$ cat src/rtl/pp_uart_rx_fifo.sv
// Receive FIFO behind pp_uart_receiver: 16 x {parity, data} entries, first-word-fall-through
// head, sticky overrun, level threshold interrupt and idle character-timeout interrupt.
module pp_uart_rx_fifo #(
  parameter int DEPTH      = 16,
  parameter int AW         = 4,
  parameter int TOUT_TICKS = 640
) (
  input  logic          clk,
  input  logic          rst,
  input  logic          soft_rst,
  input  logic          uart_clk,
  input  logic [7:0]    rec_dataH,
  input  logic          rec_readyH,
  input  logic [1:0]    parity_err,
  input  logic          rd_en,
  input  logic          clr_ovr,
  input  logic [4:0]    rx_thresh,
  output logic [7:0]    rd_data,
  output logic [1:0]    rd_perr,
  output logic          empty,
  output logic          full,
  output logic [AW:0]   count,
  output logic          overrun,
  output logic          level_irq,
  output logic          tout_irq
);

  localparam logic [AW:0] L_DEPTH = DEPTH[AW:0];
  localparam logic [9:0]  L_TOUT  = TOUT_TICKS[9:0];

  logic [9:0]    r_mem [DEPTH];
  logic [AW-1:0] r_wr_ptr;
  logic [AW-1:0] r_rd_ptr;
  logic [AW:0]   r_count;
  logic          r_wr_q;
  logic [7:0]    r_data_q;
  logic          r_ovr;
  logic [9:0]    r_tout;

  logic          w_empty;
  logic          w_full;
  logic          w_rd_acc;
  logic          w_wr_acc;
  logic          w_drop;
  logic [9:0]    w_head;

  assign w_empty  = (r_count == '0);
  assign w_full   = (r_count == L_DEPTH);
  assign w_rd_acc = rd_en && !w_empty;
  // A write into a full FIFO still fits when the head is popped in the same cycle.
  assign w_wr_acc = r_wr_q && (!w_full || w_rd_acc);
  assign w_drop   = r_wr_q && w_full && !w_rd_acc;
  assign w_head   = r_mem[r_rd_ptr];

  // Data is latched with the ready pulse; parity arrives one cycle later, together with wr_q.
  always_ff @(posedge clk) begin
    if (rec_readyH) r_data_q <= rec_dataH;
    if (w_wr_acc && soft_rst) r_mem[r_wr_ptr] <= {parity_err, r_data_q};
  end

  always_ff @(posedge clk or posedge rst) begin
    if (rst) begin
      r_wr_q   <= 1'b0;
      r_wr_ptr <= '0;
      r_rd_ptr <= '0;
      r_count  <= '0;
      r_ovr    <= 1'b0;
      r_tout   <= '0;
    end else if (!soft_rst) begin
      r_wr_q   <= 1'b0;
      r_wr_ptr <= '0;
      r_rd_ptr <= '0;
      r_count  <= '0;
      r_ovr    <= 1'b0;
      r_tout   <= '0;
    end else begin
      r_wr_q <= rec_readyH;
      if (w_wr_acc) r_wr_ptr <= r_wr_ptr + 1'b1;
      if (w_rd_acc) r_rd_ptr <= r_rd_ptr + 1'b1;
      if (w_wr_acc && !w_rd_acc)      r_count <= r_count + 1'b1;
      else if (w_rd_acc && !w_wr_acc) r_count <= r_count - 1'b1;
      if (w_drop)       r_ovr <= 1'b1;
      else if (clr_ovr) r_ovr <= 1'b0;
      if (r_wr_q || w_rd_acc || w_empty)     r_tout <= '0;
      else if (uart_clk && r_tout != L_TOUT) r_tout <= r_tout + 1'b1;
    end
  end

  assign rd_data   = w_empty ? 8'h00 : w_head[7:0];
  assign rd_perr   = w_empty ? 2'b00 : w_head[9:8];
  assign empty     = w_empty;
  assign full      = w_full;
  assign count     = r_count;
  assign overrun   = r_ovr;
  assign level_irq = (rx_thresh != '0) && (r_count >= rx_thresh);
  assign tout_irq  = (r_tout == L_TOUT);

endmodule

$ cat config.mk
export PLATFORM = sky130hd
export DESIGN_NAME = pp_uart_rx_fifo
export DESIGN_NICKNAME = d
export VERILOG_FILES = /design/src/rtl/pp_uart_rx_fifo.sv
export SDC_FILE = /design/constraint.sdc
export NUM_CORES = 1
export LEC_CHECK = 0
export ABC_AREA = 0
export BUFFER_PORTS_ARGS = -buffer_cell sky130_fd_sc_hd__buf_2
export CORE_ASPECT_RATIO = 0.8
export CORE_MARGIN = 1.5
export CORE_UTILIZATION = 60
export DETAILED_ROUTE_END_ITERATION = 8
export MAX_ROUTING_LAYER = met4
export PLACE_DENSITY_LB_ADDON = 0.25
export SETUP_SLACK_MARGIN = 0.5
export SLEW_MARGIN = 25
export SYNTH_ARGS = -nofsm -noshare
export SYNTH_HDL_FRONTEND = slang
export SYNTH_SLANG_ARGS = --single-unit
export TNS_END_PERCENT = 5
$ cat constraint.sdc
create_clock -name clk -period 5.6 [get_ports clk]
set_clock_uncertainty 0.2 [all_clocks]
set_input_delay 1.12 -clock clk [delete_from_list [all_inputs] [get_ports clk]]
set_output_delay 1.12 -clock clk [all_outputs]
set_load 0.01 [all_outputs]
Word-level counts from Yosys, hierarchy flattened
Memory sizes are Yosys's and may differ from the RTL's. Cells that the tools add are included.

Reduce and logical (&&, ||, !) cells: 18. Muxes and demuxes: 18. Equality and inequality tests: 8. Add/subtract/negate cells: 5. Order comparisons: 1.

Operator list (number): two-way mux 10 bit (3); two-way mux 4 bit (4); two-way mux 5 bit (3); adder 10 x 1 -> 10 bit (second input constant) (1); == test 10 bit (second input constant) (1); != test 10 bit (second input constant) (1); logical AND 1 bit (9); != test 3 x 1 -> 1 bit (second input constant) (3); adder 4 x 1 -> 4 bit (second input constant) (2); two-way mux 8 bit (1); two-way mux 1 bit (6); adder 5 x 1 -> 5 bit (second input constant) (1); == test 5 bit (second input constant) (1); greater-or-equal comparator 5 bit (1); zero test 5 bit (1); nonzero test 5 bit (1); subtractor 5 x 1 -> 5 bit (second input constant) (1); zero test 1 bit (4); != test 2 x 1 -> 1 bit (second input constant) (2); logical OR 1 bit (3); two-way mux 2 bit (1).

Word-level logic and storage cells: 58. Bits of input ports: 22. RAM bits: 160. Memories: 1. Bits in registers: 33. Output and inout port bits: 20.

Memory list: r_mem (depth 16, width 10, read ports 1, clocked after Yosys merged registers in 0, write ports 1, line 31) `logic [9:0] r_mem [DEPTH];`.

Logic depth before layout (Yosys ltp)
Depth after elaboration: 10. Mapped depth: 9. Depth with buffers taken out: 8.

Least setup slack after synthesis
No wires, ideal clock.

Kind: input to output. From: input port rx_thresh[0]. To: output port level_irq. Buffers on the path: 0. Stages on the path: 5. Data required time: 4.280 ns. Slack: 2.293 ns. Arrival: 1.987 ns. Path through: ha_1 nand2b_1 a211o_1 o211ai_1 a21oi_1.

Cells in the longest elaborated chain, start to end: 2. Elaborated cells on any way between the ends: 3. Those cells by class: 1 x order compare; 2 x reduce/logical.

Ends and longest elaborated chain: start: declaration (line 17) `input logic [4:0] rx_thresh,`; greater-or-equal comparator 5 bit or nonzero test 5 bit (tied branches) (line 95) `assign level_irq = (rx_thresh != '0) && (r_count >= rx_thresh);`; logical AND 1 bit (*) (line 95); end: declaration (line 24) `output logic level_irq,`.

Mark *: on every way between the ends. The rest lies on a longest branch, timed or not.

Final worst setup path
From: register r_rd_ptr[1]. To: output port rd_perr[1].

Cells in the longest elaborated chain, start to end: 2.

Ends and longest elaborated chain: start: declaration (line 33) `logic [AW-1:0] r_rd_ptr;`; start signal: assignment (line 79) `if (w_rd_acc) r_rd_ptr <= r_rd_ptr + 1'b1;`; memory read (16 x 10 bit); two-way mux 2 bit (line 90) `assign rd_perr = w_empty ? 2'b00 : w_head[9:8];`; end: declaration (line 19) `output logic [1:0] rd_perr,`.

No other way between the ends.

==> summary.md <==
| Metric | Value |
|---|---|
| Status | `complete, no violations` |
| Core box area | `0.0131 mm^2` |
| Fraction of registers with async set/reset | `13.0%` |
| Final wirelength | `around 15 mm` |
| Setup tns final | `0 ns` |
| Non-Filler Instances | `688` |
| CTS Sinks | `about 190` |
| Placer congestion estimate | `0.821` |
| Worst flop-to-flop path startpoint | `count[1]$_DFFE_PP0P_` |
| #FFs+latches synth | `193` |
| Post-synth EDFFs | `about 170` |
| Hold Path Origin | `overrun$_DFFE_PP0P_` |
| R2R setup slack | `2.12 ns` |
| Final instance area | `0.00907 mm^2` |
| Critical Path End Type | `output pin` |
| Die Height | `107 um` |
| P per Cell Area | `406 mW/mm^2` |
| Netlist Area Pre-Place | `0.00815 mm^2` |
| Vias per cell | `roughly 6` |
| R2r endpoint | `count[4]$_DFFE_PP0P_` |
| DRT iter0 DRCs | `approximately 440` |
| Syn Area/Cell | `17.8 um^2` |
| Lkg Pwr | `3.04 nW` |
| Final period util | `76.1%` |
| Min cycle time layout | `4.26 ns` |
| Pre-CTS setup slack | `1.76 ns` |
| Hold path depth | `2` |
| Post-DP HPWL | `about 9.4 mm` |
| Via count | `4,208` |
| Total GRT Usage | `23.4%` |
| DRT antenna net count | `0` |
| DRC violations left | `0` |
| IO buf count | `41` |
| Final nets | `roughly 540` |
| Area grow syn2layout | `11.2%` |
| Drt wl/cell | `21.6 um` |
| Final critical-path setup slack | `1.34 ns` |
| Clk_lat worst skew | `0.43 ns` |
| Mapped Nets | `498` |
| Commonest non-fill, non-tap cell in the layout | `edfxtp_1` |
| Chip width | `133 um` |
| H-tree Lvls | `4` |
| CP startpoint | `r_rd_ptr[1]$_DFFE_PP0P_` |
| Initial antenna violation count | `0` |
| Gates resized, CTS repair | `0` |
| CP Max Fanout | `25` |
| Worst-Margin Slew | `around 1.0 ns` |
| Share of the yosys chip area belonging to registers | `69.6%` |
| Hold_buf cts | `0` |
| Layout cells sized above 1 | `26.1%` |
| YS warnings | `0` |
| CTS clk-pin slew, worst paths | `~0.070 ns` |
| Io pins | `42` |
| # Post-CTS Setup Buffers | `0` |
| Ant diodes | `0` |
| Worst hold path class | `reg2reg` |
| PnR Total Power | `3.68 mW` |
| Die Area | `0.0143 mm^2` |
| Worst reg2reg path depth | `8` |
| Max IR drop VDD | `approximately 0.31 mV` |
| Post-DP Area | `0.00846 mm^2` |
| 1st-pass router iterations | `5` |
| Dpl cells | `roughly 660` |
| Hold Path End | `overrun$_DFFE_PP0P_` |
| Final Hold Vio Count | `0` |
| Crit path DAT | `2.94 ns` |
| CTS tree | `yes` |
| Peak Freq | `about 230 MHz` |
| Initial Utilization | `around 62%` |
| Total grt overflow | `0` |
| Most frequent cells in the layout | `168 x edfxtp_1, 41 x buf_2, 40 x mux4_2, 23 x dfrtp_1, 22 x nor2_1` |
| Worst setup SP type | `register` |
| Count of final setup violators | `0` |
| Longest Clk Path Bufs | `2` |
| Largest net degree at the start of global routing | `26` |
| First-pass GRT wire length | `23.0 mm` |
| CP required | `4.28 ns` |
| Core Rows | `37` |
| WS Path Type | `reg2out` |
| Most used flip-flop cell after synthesis | `edfxtp_1` |
| Cells after synthesis | `459` |
| Root Driver | `clkbuf_16` |
| Worst slew margin | `30.1%` |
| Post-synth cell types | `51` |
| Number of global-route vias before repair | `4,023` |
| Max-slew violations | `0` |
| RSZ-0062 raised after global routing | `no` |
| Max-cap viol count | `0` |
| CTS Buf Count | `17` |
-- registers in the layout (all words and copies together), names as in the netlist --
name,cells
count,5
overrun,1
r_data_q,8
r_mem,160
r_rd_ptr,4
r_tout,10
r_wr_ptr,4
r_wr_q,1
-- through the flow --
step	hold WS (ns)	util, %
after floorplan	0.310	-
after detailed placement	0.331	64.8
after CTS	0.341	69.4
final	0.340	69.5
after global placement	0.319	64.8
after global routing	0.390	69.5
-- power breakdown --
group / internal [mW] / total [mW] / switching [mW]
Combinational: 0.365 / 0.736 / 0.372
Sequential: 1.61 / 1.74 / 0.137
Clock: 0.697 / 1.21 / 0.509
-- kinds of logic after synthesis --
| family | Yosys count | share of synthesized area [%] |
|---|---|---|
| AOI/OAI and AO/OA | 51 | 4.85 |
| adders and majority gates | 17 | 2.70 |
| DFF | 193 | 69.6 |
| and+or+nand+nor | 97 | 6.38 |
| muxes | 54 | 12.8 |
| buffers and inverters | 34 | 2.29 |
| xor gates and xnor gates | 13 | 1.40 |
-- Yosys cell counts, types with 4 or more instances --
cell type    n  area, um^2
buf_2        8        40.0
nand4_1      6        37.5
ha_1        16         200
dfrtp_1     25         626
inv_1       12        45.0
xnor2_1      9        78.8
or3_1        4        25.0
nand2_1     16        60.1
xor2_1       4        35.0
mux2i_1     13         130
a21oi_1      8        40.0
buf_4        7        52.6
nand3_1      5        25.0
and2_1       6        37.5
nor2b_1     12        75.1
edfxtp_1   168        5040
nor2_1      28         105
mux4_2      40         901
a211oi_1    21         158
-- cell type report --
type | count | area [um^2]
flip-flops and latches | 193 | 5670
fillers | 823 | 3990
multi-input cells | 232 | 2310
clock buffers | 17 | 425
repair buffers | 44 | 228
well taps | 175 | 219
clock inverters | 15 | 166
inverters | 12 | 45.0
-- critical path: stages (launching register included) --
cell and delay (ns):
dfrtp_2 0.87, buf_4 0.43, mux4_2 0.53, nor2b_1 0.14, a211oi_1 0.21, a211oi_1 0.10
buf_2 0.20
-- metal layers --
layer / vias to the layer above / global-route usage [%] / share of wire [%]
li1: 1906 / - / -
met1: 2154 / 34.4 / 46
met2: 128 / 32.6 / 47
met3: 20 / 5.84 / 5.3
met4: 0 / 8.00 / 1.6
met5: - / - / 0
-- worst max path at each step --
| stage | end | cells after the start |
|---|---|---|
| 6_report | rd_perr[1] | 6 |
| 5_1_grt | rd_perr[1] | 6 |
| 4_1_cts | rd_perr[1] | 6 |
| 3_5_place_dp | rd_perr[1] | 6 |
| 3_3_place_gp | rd_perr[1] | 6 |
| 2_1_floorplan | level_irq | 5 |
Note: power is estimated with default switching activity, not from simulation.
